===== src/rtl/tm_shiftreg_pkg.sv =====
// Shared definitions for the TM shift-register config path (combiner and splitter).
// Holds the one-hot state encodings, the config word width and the word-count helper.
package tm_shiftreg_pkg;

  localparam int WORD_W = 16;

  typedef enum logic [2:0] {
    ST_IDLE = 3'b001,
    ST_SEND = 3'b010,
    ST_DONE = 3'b100
  } state_t;

  // Number of WORD_W-bit words needed to cover a data_width-bit vector.
  function automatic int calc_nwords(input int data_width);
    return (data_width + WORD_W - 1) / WORD_W;
  endfunction

endpackage


===== src/rtl/config_data_split.sv =====
// Snapshots a wide TM readback word on pulse and streams it out as 16-bit words,
// word 0 = data_in[15:0], over a valid/ready handshake.
module config_data_split
  import tm_shiftreg_pkg::*;
#(
  parameter int DATA_WIDTH = 170,
  parameter int CNT_WIDTH  = 8,
  parameter int NWORDS     = calc_nwords(DATA_WIDTH)
) (
  input  logic                  clk_in,
  input  logic                  rst_n,
  input  logic [DATA_WIDTH-1:0] data_in,
  input  logic                  pulse,
  output logic [15:0]           data_out,
  output logic                  data_valid,
  input  logic                  data_ready,
  output logic                  busy,
  output logic                  done,
  output logic                  overrun
);

  localparam int TMP_W = NWORDS * WORD_W;
  localparam logic [CNT_WIDTH-1:0] LAST_IDX = CNT_WIDTH'(NWORDS - 1);

  state_t                 r_state;
  state_t                 w_state_next;
  logic [TMP_W-1:0]       r_data_tmp;
  logic [CNT_WIDTH-1:0]   r_counter;
  logic [WORD_W-1:0]      r_data_out;
  logic                   r_overrun;

  logic                   w_in_send;
  logic                   w_handshake;
  logic                   w_last;
  logic                   w_accept;
  logic                   w_overrun_set;
  logic [CNT_WIDTH-1:0]   w_next_idx;
  logic [WORD_W-1:0]      w_next_word;
  logic [TMP_W-1:0]       w_data_ext;

  assign w_data_ext  = TMP_W'(data_in);
  assign w_in_send   = (r_state == ST_SEND);
  assign w_handshake = w_in_send & data_ready;
  assign w_last      = (r_counter == LAST_IDX);
  assign w_next_idx  = r_counter + 1'b1;
  // Pre-select the following word so data_out stays a plain register.
  assign w_next_word = r_data_tmp[int'(w_next_idx) * WORD_W +: WORD_W];

  always_ff @(posedge clk_in or negedge rst_n) begin
    if (!rst_n) begin
      r_state <= ST_IDLE;
    end else begin
      r_state <= w_state_next;
    end
  end

  // A pulse arriving in DONE starts the next snapshot directly, giving the
  // NWORDS+1 cycle minimum pulse period; only a pulse during SEND is an overrun.
  always_comb begin
    w_state_next  = r_state;
    w_accept      = 1'b0;
    w_overrun_set = 1'b0;
    unique case (r_state)
      ST_IDLE: begin
        if (pulse) begin
          w_state_next = ST_SEND;
          w_accept     = 1'b1;
        end
      end
      ST_SEND: begin
        w_overrun_set = pulse;
        if (w_handshake && w_last) begin
          w_state_next = ST_DONE;
        end
      end
      ST_DONE: begin
        if (pulse) begin
          w_state_next = ST_SEND;
          w_accept     = 1'b1;
        end else begin
          w_state_next = ST_IDLE;
        end
      end
      default: begin
        w_state_next = ST_IDLE;
      end
    endcase
  end

  always_ff @(posedge clk_in or negedge rst_n) begin
    if (!rst_n) begin
      r_data_tmp <= '0;
      r_counter  <= '0;
      r_data_out <= '0;
    end else if (w_accept) begin
      r_data_tmp <= w_data_ext;
      r_counter  <= '0;
      r_data_out <= w_data_ext[WORD_W-1:0];
    end else if (r_state == ST_DONE) begin
      r_data_tmp <= '0;
      r_counter  <= '0;
      r_data_out <= '0;
    end else if (w_handshake && !w_last) begin
      r_counter  <= w_next_idx;
      r_data_out <= w_next_word;
    end
  end

  always_ff @(posedge clk_in or negedge rst_n) begin
    if (!rst_n) begin
      r_overrun <= 1'b0;
    end else if (w_overrun_set) begin
      r_overrun <= 1'b1;
    end
  end

  assign data_out   = r_data_out;
  assign data_valid = w_in_send;
  assign busy       = w_in_send;
  assign done       = (r_state == ST_DONE);
  assign overrun    = r_overrun;

endmodule


===== config.mk =====
export PLATFORM = sky130hd
export DESIGN_NAME = config_data_split
export DESIGN_NICKNAME = d
export VERILOG_FILES = /design/src/rtl/tm_shiftreg_pkg.sv /design/src/rtl/config_data_split.sv
export SDC_FILE = /design/constraint.sdc
export NUM_CORES = 1
export LEC_CHECK = 0
export CORE_UTILIZATION = 41
export DETAILED_ROUTE_END_ITERATION = 6
export PLACE_DENSITY = 0.69
export SLEW_MARGIN = 20
export SYNTH_ARGS = -nofsm -noshare
export SYNTH_HDL_FRONTEND = slang
export SYNTH_SLANG_ARGS = --single-unit

===== constraint.sdc =====
create_clock -name clk_in -period 2.8 [get_ports clk_in]
set_clock_uncertainty 0.05 [all_clocks]
set_input_delay 0.42 -clock clk_in [delete_from_list [all_inputs] [get_ports clk_in]]
set_output_delay 0.42 -clock clk_in [all_outputs]
set_load 0.05 [all_outputs]

Yosys cells after proc, flatten, opt, wreduce, memory -nomap -nowiden:

Index checks and enable logic that the tools add are counted.
W data, S select, Z words.

* register bits after elaboration: 204
* bits in latches: 0
* bits in writable memories: 0
* memory bits (read-only): 0
* bits of input ports: 174
* output and inout bits: 20
* word-level logic and storage cells: 36
* memories: 0

* $add $sub $neg: 1
* multipliers: 0
* divide/modulo/power cells: 0
* order comparisons: 0
* eq/ne operators: 6
* shift operators: 1
* multiplexer cells: 15
* bitwise logic cells: 1
* reductions and logical operators: 7

Operators by type and width (count)
* $mux W176: 2
* $shiftx A176 B13 Y16: 1
* $mux W16: 3
* $mux W8: 3
* $pmux W3 S3: 1
* $add A8 B1 Y8 const B: 1
* $eq A8 B4 Y1 const B: 1
* $mux W3: 2
* $eq A3 B1 Y1 const B: 1
* $eq A3 B2 Y1 const B: 1
* $eq A3 B3 Y1 const B: 1
* $mux W1: 3
* $reduce_bool A3 Y1: 1
* $logic_and A1 B1 Y1: 2
* $mux W2: 1
* $ne A2 B1 Y1 const B: 1
* $ne A2 B2 Y1 const B: 1
* $reduce_and A2 Y1: 1
* $reduce_bool A2 Y1: 1
* $reduce_or A2 Y1: 1
* $and A1 B1 Y1: 1
* $logic_not A1 Y1: 1

Longest topological paths before layout:

Gate-level depths: netlist (run 1).

* word-level depth: 6
* gate-level depth with buffers: 11
* gate-level depth less buffers: 7

Worst setup path after synthesis (run 1):

Ideal clock, no wire load.

* path kind: flip-flop to flip-flop
* from: register r_counter[0]
* to: register r_data_out[0] (netlist: data_out[0])
* library setup time: 0.128 ns
* arrival: 2.723 ns
* required time: 2.622 ns
* path slack: -0.100 ns
* stages on the path, launching flop included: 11
* buffers on the path: 4
* clock period less this slack: 2.900 ns
* cells stage by stage: dfrtp_1 > buf_1 > inv_2 > buf_1 > ha_1 > clkbuf_1 > clkbuf_1 > mux4_2 > mux2_2 > o21ai_0 > o21ai_1

* longest elaborated chain between the ends: 5
* elaborated cells on any way between the ends: 9
* those cells by class: add/sub: 1; eq/ne: 1; shift: 1; mux: 3; reduce/logical: 3

RTL lines
* start, declared: line config_data_split.sv:28 `logic [CNT_WIDTH-1:0] r_counter;`
* start signal, assigned: line config_data_split.sv:104 `r_counter <= w_next_idx;`
* $add A8 B1 Y8: line config_data_split.sv:45 `assign w_next_idx = r_counter + 1'b1;`
* $shiftx A176 B13 Y16: line config_data_split.sv:47 `assign w_next_word = r_data_tmp[int'(w_next_idx) * WORD_W +: WORD_W];`
* $mux W16: line config_data_split.sv:103 `end else if (w_handshake && !w_last) begin`
* $mux W16: line config_data_split.sv:99 `end else if (r_state == ST_DONE) begin`
* $mux W16: line config_data_split.sv:95 `end else if (w_accept) begin`
* end signal, assigned: line config_data_split.sv:98 `r_data_out <= w_data_ext[WORD_W-1:0];`
* end signal, assigned: line config_data_split.sv:105 `r_data_out <= w_next_word;`
* end, declared: line config_data_split.sv:29 `logic [WORD_W-1:0] r_data_out;`

Several ways; a longest one is shown, not always the timed one. The select of a mux whose other input is x is not followed.
A chain may end at the register's enable or synchronous reset.

Final worst setup path (run 1):

* from: register r_counter[1]
* to: register r_data_out[8] (netlist: data_out[8])

Same word-level chain as after synthesis.

==> metrics.md, run 1 <==
| Metric | Value |
|---|---|
| Status | `finished clean` |
| Clk sink count | `198` |
| Reg clk slew, reported paths | `0.07 ns` |
| Final Hold Fails | `0` |
| Grt met2 use | `36.5%` |
| Via/cell ratio | `5.48` |
| Grt ovf | `0` |
| Input/output buffers | `193` |
| Initial antenna violation count | `0` |
| ANT nets after route | `0` |
| GR Util met1 | `32.5%` |
| Root Buffer | `clkbuf_16` |
| CP required | `3.06 ns` |
| Setup TNS | `0 ns` |
| Max-cap violations | `0` |
| Synth top area cells | `dfrtp_1, nand2_1, o21ai_0, mux4_1, mux4_2` |
| Fin nets | `1291` |
| Achievable frequency | `379 MHz` |
| Synthesis-to-layout area growth | `30.6%` |
| CP endpoint kind | `register` |
| FF+latch count, synth | `198` |
| DRT Wirelength | `26600 um` |
| Relative slew margins | `44.3%` |
| Vias | `7733` |
| Largest net degree at the start of global routing | `139` |
| TritonRoute pass-1 iters | `5` |
| Switch share | `37.5%` |
| GR Layer Usage met3 | `4.37%` |
| Clk pwr share | `20.4%` |
| Mean routed wirelength per cell | `18.8 um` |
| P_sw | `4.69 mW` |
| Logic pwr share | `38.4%` |
| Synthesized instance count | `954` |
| Worst EP arrival | `2.89 ns` |
| Class of the worst hold path | `reg -> reg` |
| Vias in the first global route | `7604` |
| Initial core utilization | `41.7%` |
| CTS Buffer Depth | `2` |
| Final setup violating endpoints | `0` |
| # DRC | `0` |
| Yosys cell types | `49` |
| Mean post-synth cell area | `9.87 sq um` |
| Slew Limit Fails | `0` |
| Period utilization | `94.1%` |
| Worst-path fanout max | `15` |
| Layout cells sized above 1 | `9.76%` |
| Core area | `22600 sq um` |
| Power per standard cell area | `1020 nW/um^2` |
| Die height | `154 um` |
| Final min period | `2.64 ns` |
| P_int | `7.82 mW` |
| Post-CTS setup buffers | `0` |
| Crit path kind | `reg -> reg` |
| Placed Cells | `1380` |
| Async S/R FF share, synth | `100%` |
| Crit start category | `register` |
| # diodes | `0` |
| Row count | `55` |
| Die ar. | `23600 sq um` |
| Clk Latency, worst-skew pair | `0.43 ns` |
| Grt peak-use layer | `met2` |
| Detailed placement HPWL | `19000 um` |
| Static leakage | `5.31 nW` |
| Top-area cell type share of the netlist area | `52.4%` |
| Total power | `12.5 mW` |
| RSZ-0062 raised after global routing | `no` |
| Post-layout util | `54.4%` |
| Hold_ws | `0.409 ns` |
| Die Wd | `154 um` |
| EDFF count, synth | `0` |
| Sequential element share of the synthesized area | `52.7%` |
| First-pass GRT wire length | `41800 um` |
| Most frequent cell after synthesis | `nand2_1` |
| Synth Flop Type | `dfrtp_1` |
| TritonCTS Buffers | `17` |
| Initial DRC count | `710` |
| VDD IR max | `0.715 mV` |
| Syn_nets | `1130` |
| Final Non-Filler Cells | `1412` |
| Worst slew pin tran | `0.836 ns` |
| Largest area contributor in the netlist | `dfrtp_1` |
| Sequential share of power | `41.2%` |
| Most frequent cells after synthesis | `nand2_1, dfrtp_1, o21ai_0` |
| Ys Warns | `0` |
| GRT Total Usage | `23.4%` |
| I/O Pins | `194` |
| H-tree levels | `4` |
| CTS tree | `done` |
| Post-cts resize count | `0` |
| Mapped cell area | `9410 sq um` |
| Placer Congestion | `0.893` |
-- logic make-up (layout without fill, tap and decap cells) --
family | after synthesis | after routing | synth area share (%)
flops | 198 | 198 | 52.7
compound gates | 250 | 250 | 15.2
simple gates | 352 | 352 | 15.1
buf+inv | 81 | 254 | 3.95
xor+xnor | 7 | 7 | 0.851
fa+ha+maj | 2 | 2 | 0.266
mux | 64 | 64 | 12.0
-- per-stage QoR --
stage               cell area, sq um  setup WS (ns)
global route                   12300         0.0346
CTS                            12300          0.172
global placement               11700          0.239
finish                         12300          0.164
detailed placement             11700          0.188
floorplan                       9420         0.0122
-- per-layer routing --
metal  share of wire [%]  routed length, um  vias to the layer above
met5                   0                  0                        -
met4                 3.2                839                        0
met3                 5.7               1530                       47
met2                  47              12500                      292
met1                  44              11700                     3773
li1                    -                  -                     3621
-- worst paths after layout --
| kind | slack, ns | cells past startpoint | end | start |
|---|---|---|---|---|
| min in group asynchronous | 0.52 | 2 | r_data_tmp[42]$_DFFE_PN0P_ | rst_n |
| hold reg to reg | 0.41 | 1 | overrun$_DFFE_PN0P_ | overrun$_DFFE_PN0P_ |
| max in group asynchronous | 1.36 | 3 | r_data_tmp[101]$_DFFE_PN0P_ | rst_n |
| setup / recovery | 0.16 | 7 | data_out[8]$_DFFE_PN0P_ | r_counter[1]$_DFFE_PN0P_ |
| hold / removal | 0.41 | 1 | overrun$_DFFE_PN0P_ | overrun$_DFFE_PN0P_ |
| setup reg to reg | 0.16 | 7 | data_out[8]$_DFFE_PN0P_ | r_counter[1]$_DFFE_PN0P_ |
-- sequential cells by signal, summed over array words and instances, names as in the netlist --
register,cells
r_state,3
data_out,16
r_data_tmp,170
overrun,1
r_counter,8
-- layout by cell type, fill, tap and decap left out, types with 3 or more instances in the layout --
cell type / synthesis / layout
xnor2_1: 4 / 4
a22oi_1: 26 / 26
clkinvlp_4: 0 / 3
mux2_2: 26 / 26
nand3_1: 10 / 10
o21ai_0: 173 / 173
clkbuf_8: 0 / 4
and2_1: 3 / 3
clkdlybuf4s50_1: 0 / 191
mux4_1: 16 / 16
nand2_1: 315 / 315
dfrtp_1: 197 / 197
mux2i_1: 6 / 6
clkbuf_16: 0 / 17
buf_4: 4 / 18
o21ai_1: 17 / 17
buf_12: 0 / 9
nor2_1: 6 / 6
mux4_2: 16 / 16
o211ai_1: 6 / 6
a22o_1: 16 / 16
bufinv_16: 0 / 3
a21o_1: 3 / 3
-- power groups by stage --
stage          combinational, mW  clock [mW]  sequential (mW)
5_1_grt                     5.28        2.69             5.28
6_report                    4.81        2.55             5.15
3_3_place_gp                4.66           0             5.12
2_1_floorplan               2.92           0             5.12
4_1_cts                     4.82        2.59             5.12
3_5_place_dp                4.78           0             5.13
-- critical path, cell delays in order (launching register included) --
cell	delay, ns
dfrtp_1	0.43
ha_1	0.30
xor2_4	0.41
buf_12	0.22
mux4_1	0.62
mux2_2	0.29
o21ai_1	0.12
o21ai_1	0.07
-- area by class of cell --
class | count | area, sq um
clock buffers | 22 | 474
clock inverters | 9 | 141
fillers | 2017 | 10300
inverters | 3 | 11.3
multi-input cells | 675 | 4100
flip-flops and latches | 198 | 4960
well taps | 285 | 357
repair buffers | 220 | 2250
-- what timing repair did --
action	4_1_cts	5_1_grt
endpoints found under the hold margin	70	0
hold buffers	1	0
setup endpoints to repair	0	0
(Power assumes the default switching activity.)
==> run 2: changes to the inputs <==
--- a/config.mk
+++ b/config.mk
@@ -7,7 +7,8 @@
 export LEC_CHECK = 0
 export CORE_UTILIZATION = 41
 export DETAILED_ROUTE_END_ITERATION = 6
-export PLACE_DENSITY = 0.69
+export GPL_TIMING_DRIVEN = 0
+export PLACE_DENSITY = 0.66
 export SLEW_MARGIN = 20
 export SYNTH_ARGS = -nofsm -noshare
 export SYNTH_HDL_FRONTEND = slang
==> constraint.sdc (replaced) <==
create_clock -name clk_in -period 2.7 [get_ports clk_in]
set_clock_uncertainty 0.05 [all_clocks]
set_input_delay 0.405 -clock clk_in [delete_from_list [all_inputs] [get_ports clk_in]]
set_output_delay 0.405 -clock clk_in [all_outputs]
set_load 0.05 [all_outputs]
==> metrics.md, run 2 (same netlist as run 1, synthesis figures left out) <==
| Metric | Value |
|---|---|
| Vias | `8122 (was 7733)` |
| Worst setup margin | `0.103 ns (was 0.164 ns)` |
| RSZ-0062 raised after global routing | `no (unchanged)` |
| Post-layout util | `55.3% (was 54.4%)` |
| Initial antenna violation count | `0 (unchanged)` |
| Synthesis-to-layout area growth | `32.5% (was 30.6%)` |
| CTS tree | `done (unchanged)` |
| Worst reg2reg startpoint | `r_counter[1]$_DFFE_PN0P_ (unchanged)` |
| Max-cap violations | `0 (unchanged)` |
| Crit start category | `register (unchanged)` |
| Slew Limit Fails | `0 (unchanged)` |
| Worst slew pin tran | `0.663 ns (was 0.836 ns)` |
| Power per standard cell area | `1060 nW/um^2 (was 1020 nW/um^2)` |
| CTS Buffer Depth | `2 (unchanged)` |
| Dpl ws | `-0.879 ns (was 0.188 ns)` |
| Failing checks | `DRC` |
| Clk Latency, worst-skew pair | `0.44 ns (was 0.43 ns)` |
| Number of flip-flops in the largest register | `170 (unchanged)` |
| VDD IR max | `0.466 mV (was 0.715 mV)` |
| Vias in the first global route | `8077 (was 7604)` |
| ANT nets after route | `0 (unchanged)` |
| Fin nets | `1346 (was 1291)` |
| TritonRoute pass-1 iters | `7 (was 5)` |
| Commonest non-fill, non-tap cell in the layout | `nand2_1 (unchanged)` |
| Final Hold Fails | `0 (unchanged)` |
| Stages on worst setup path | `7 (unchanged)` |
| Relative slew margins | `55.8% (was 44.3%)` |
| Core area | `22600 sq um (unchanged)` |
| Largest net degree at the start of global routing | `75 (was 139)` |
| Crit-path leading delay family | `multiplexers (unchanged)` |
| Max incr delay on CP | `0.65 ns (was 0.62 ns)` |
| R2r endpoint | `data_out[8]$_DFFE_PN0P_ (unchanged)` |
| Status | `complete, but fails checks (was finished clean)` |
| H-tree levels | `4 (unchanged)` |
| CP cell instances | `ha_4, xor2_4, buf_6, mux4_1, mux2_2, o21ai_1, o21ai_1 (was ha_1, xor2_4, buf_12, mux4_1, mux2_2, o21ai_1, o21ai_1)` |
| First-pass GRT wire length | `45500 um (was 41800 um)` |
| Static leakage | `5.45 nW (was 5.31 nW)` |
| Fillers | `2015 (was 2017)` |
| Die height | `154 um (unchanged)` |
| WP buf/inv | `1 (unchanged)` |
| Final min period | `2.60 ns (was 2.64 ns)` |
| TritonCTS Buffers | `17 (unchanged)` |
| CP required | `2.96 ns (was 3.06 ns)` |
| Die Wd | `154 um (unchanged)` |
| Via/cell ratio | `5.53 (was 5.48)` |
| Grt ovf | `0 (unchanged)` |
| Initial DRC count | `704 (was 710)` |
| Crit path kind | `reg -> reg (unchanged)` |
| # DRC | `1 (was 0)` |
| Layout cells sized above 1 | `11.1% (was 9.76%)` |
| GRT Total Usage | `25.8% (was 23.4%)` |
| Mean routed wirelength per cell | `20.1 um (was 18.8 um)` |
| Final non-filler cell area | `12500 sq um (was 12300 sq um)` |
| Crit path to | `data_out[8]$_DFFE_PN0P_ (unchanged)` |
| FF-to-FF path depth | `7 (unchanged)` |
| Crit-path most repeated cell | `o21ai_1 (unchanged)` |
| Input/output buffers | `193 (unchanged)` |
| Detailed placement HPWL | `22100 um (was 19000 um)` |
| Clk sink count | `198 (unchanged)` |
| Class of the worst hold path | `reg -> reg (unchanged)` |
| Final setup violating endpoints | `0 (unchanged)` |
| Crit-path slowest cell | `mux4_1 (unchanged)` |
| Setup TNS | `0 ns (unchanged)` |
| Period utilization | `96.2% (was 94.1%)` |
| Worst-path fanout max | `10 (was 15)` |
| DRT Wirelength | `29600 um (was 26600 um)` |
| Row count | `55 (unchanged)` |
| # diodes | `0 (unchanged)` |
| Die ar. | `23600 sq um (unchanged)` |
| Placer Congestion | `0.846 (was 0.893)` |
| Commonest non-fill, non-tap cells in the layout | `nand2_1, dfrtp_1, clkdlybuf4s50_1 (unchanged)` |
| Reg clk slew, reported paths | `0.07 ns (about the same)` |
| Largest register by flop count | `r_data_tmp (unchanged)` |
| Root Buffer | `clkbuf_16 (unchanged)` |
| Achievable frequency | `385 MHz (was 379 MHz)` |
| Reg2reg setup slack | `0.10 ns (was 0.16 ns)` |
| CP endpoint kind | `register (unchanged)` |
| I/O Pins | `194 (unchanged)` |
| Placed Area | `11800 sq um (was 11700 sq um)` |
| Worst EP arrival | `2.86 ns (was 2.89 ns)` |
| Critical Path Start | `r_counter[1]$_DFFE_PN0P_ (unchanged)` |
| Initial core utilization | `41.7% (unchanged)` |
## run 2: cell types whose count changed in the layout (fill, tap and decap cells not counted), moves of 3 or more
cell / previous run / this run
dlygate4sd2_1: 0 / 3
clkinv_2: 0 / 3
inv_6: 1 / 4
clkinvlp_4: 3 / 0
buf_12: 9 / 0
buf_2: 0 / 16
buf_4: 18 / 10
buf_6: 0 / 5
clkbuf_2: 0 / 7
clkbuf_1: 2 / 37
## run 2: how the worst min path moves through the flow
stage / slack, ns / start / depth (start not counted) / end
2_1_floorplan: 0.06 / rst_n / 0 / data_out[0]$_DFFE_PN0P_
3_3_place_gp: 0.39 / overrun$_DFFE_PN0P_ / 1 / overrun$_DFFE_PN0P_
3_5_place_dp: 0.36 / rst_n / 1 / r_data_tmp[155]$_DFFE_PN0P_
4_1_cts: 0.41 / overrun$_DFFE_PN0P_ / 1 / overrun$_DFFE_PN0P_
5_1_grt: 0.44 / overrun$_DFFE_PN0P_ / 1 / overrun$_DFFE_PN0P_
6_report: 0.41 / overrun$_DFFE_PN0P_ / 1 / overrun$_DFFE_PN0P_
## run 2: report_power, final
part | switching (mW) | internal [mW]
logic | 3.05 | 2.26
clock network | 1.18 | 1.48
registers | 0.851 | 4.36
total | 5.08 | 8.10
## run 2: cell type report
| class | instances | area, sq um | area share, % |
|---|---|---|---|
| timing repair buffer | 200 | 2030 | 16.3 |
| multi-input combinational | 675 | 4120 | 33.0 |
| clock inverter | 13 | 169 | 1.35 |
| clock buffer | 19 | 433 | 3.47 |
| tap | 285 | 357 | 2.86 |
| inverter | 3 | 13.8 | 0.110 |
| sequential | 198 | 4960 | 39.7 |
| buffer | 75 | 398 | 3.19 |
## run 2: routing by layer
layer | wire, um | up-vias | GRT usage (%)
li1 | - | 3735 | -
met1 | 12600 | 3977 | 35.6
met2 | 14000 | 370 | 40.8
met3 | 2300 | 40 | 4.85
met4 | 637 | 0 | 9.00
met5 | 0 | - | 0
## run 2: through the flow
| stage | cells | hold WS (ns) | power (mW) |
|---|---|---|---|
| 2_1_floorplan | 954 | 0.0594 | 8.34 |
| 3_3_place_gp | 1432 | 0.391 | 10.3 |
| 3_5_place_dp | 1434 | 0.359 | 10.4 |
| 5_1_grt | 1468 | 0.445 | 13.9 |
| 6_report | 1468 | 0.410 | 13.2 |
| 4_1_cts | 1465 | 0.409 | 13.1 |
## run 2: worst reg2reg max path, stage by stage, from the launching register on
cell and delay, ns:
dfrtp_1 0.47, ha_4 0.24, xor2_4 0.30, buf_6 0.24, mux4_1 0.65, mux2_2 0.32
o21ai_1 0.12, o21ai_1 0.07
## run 2: timing repair
item | in CTS | in global routing
gates resized for setup | 18 | 16
hold buffers | 1 | 0
setup buffers | 1 | 3
setup endpoints to repair | 25 | 63
endpoints found under the hold margin | 70 | 0
pin swaps | 1 | 1
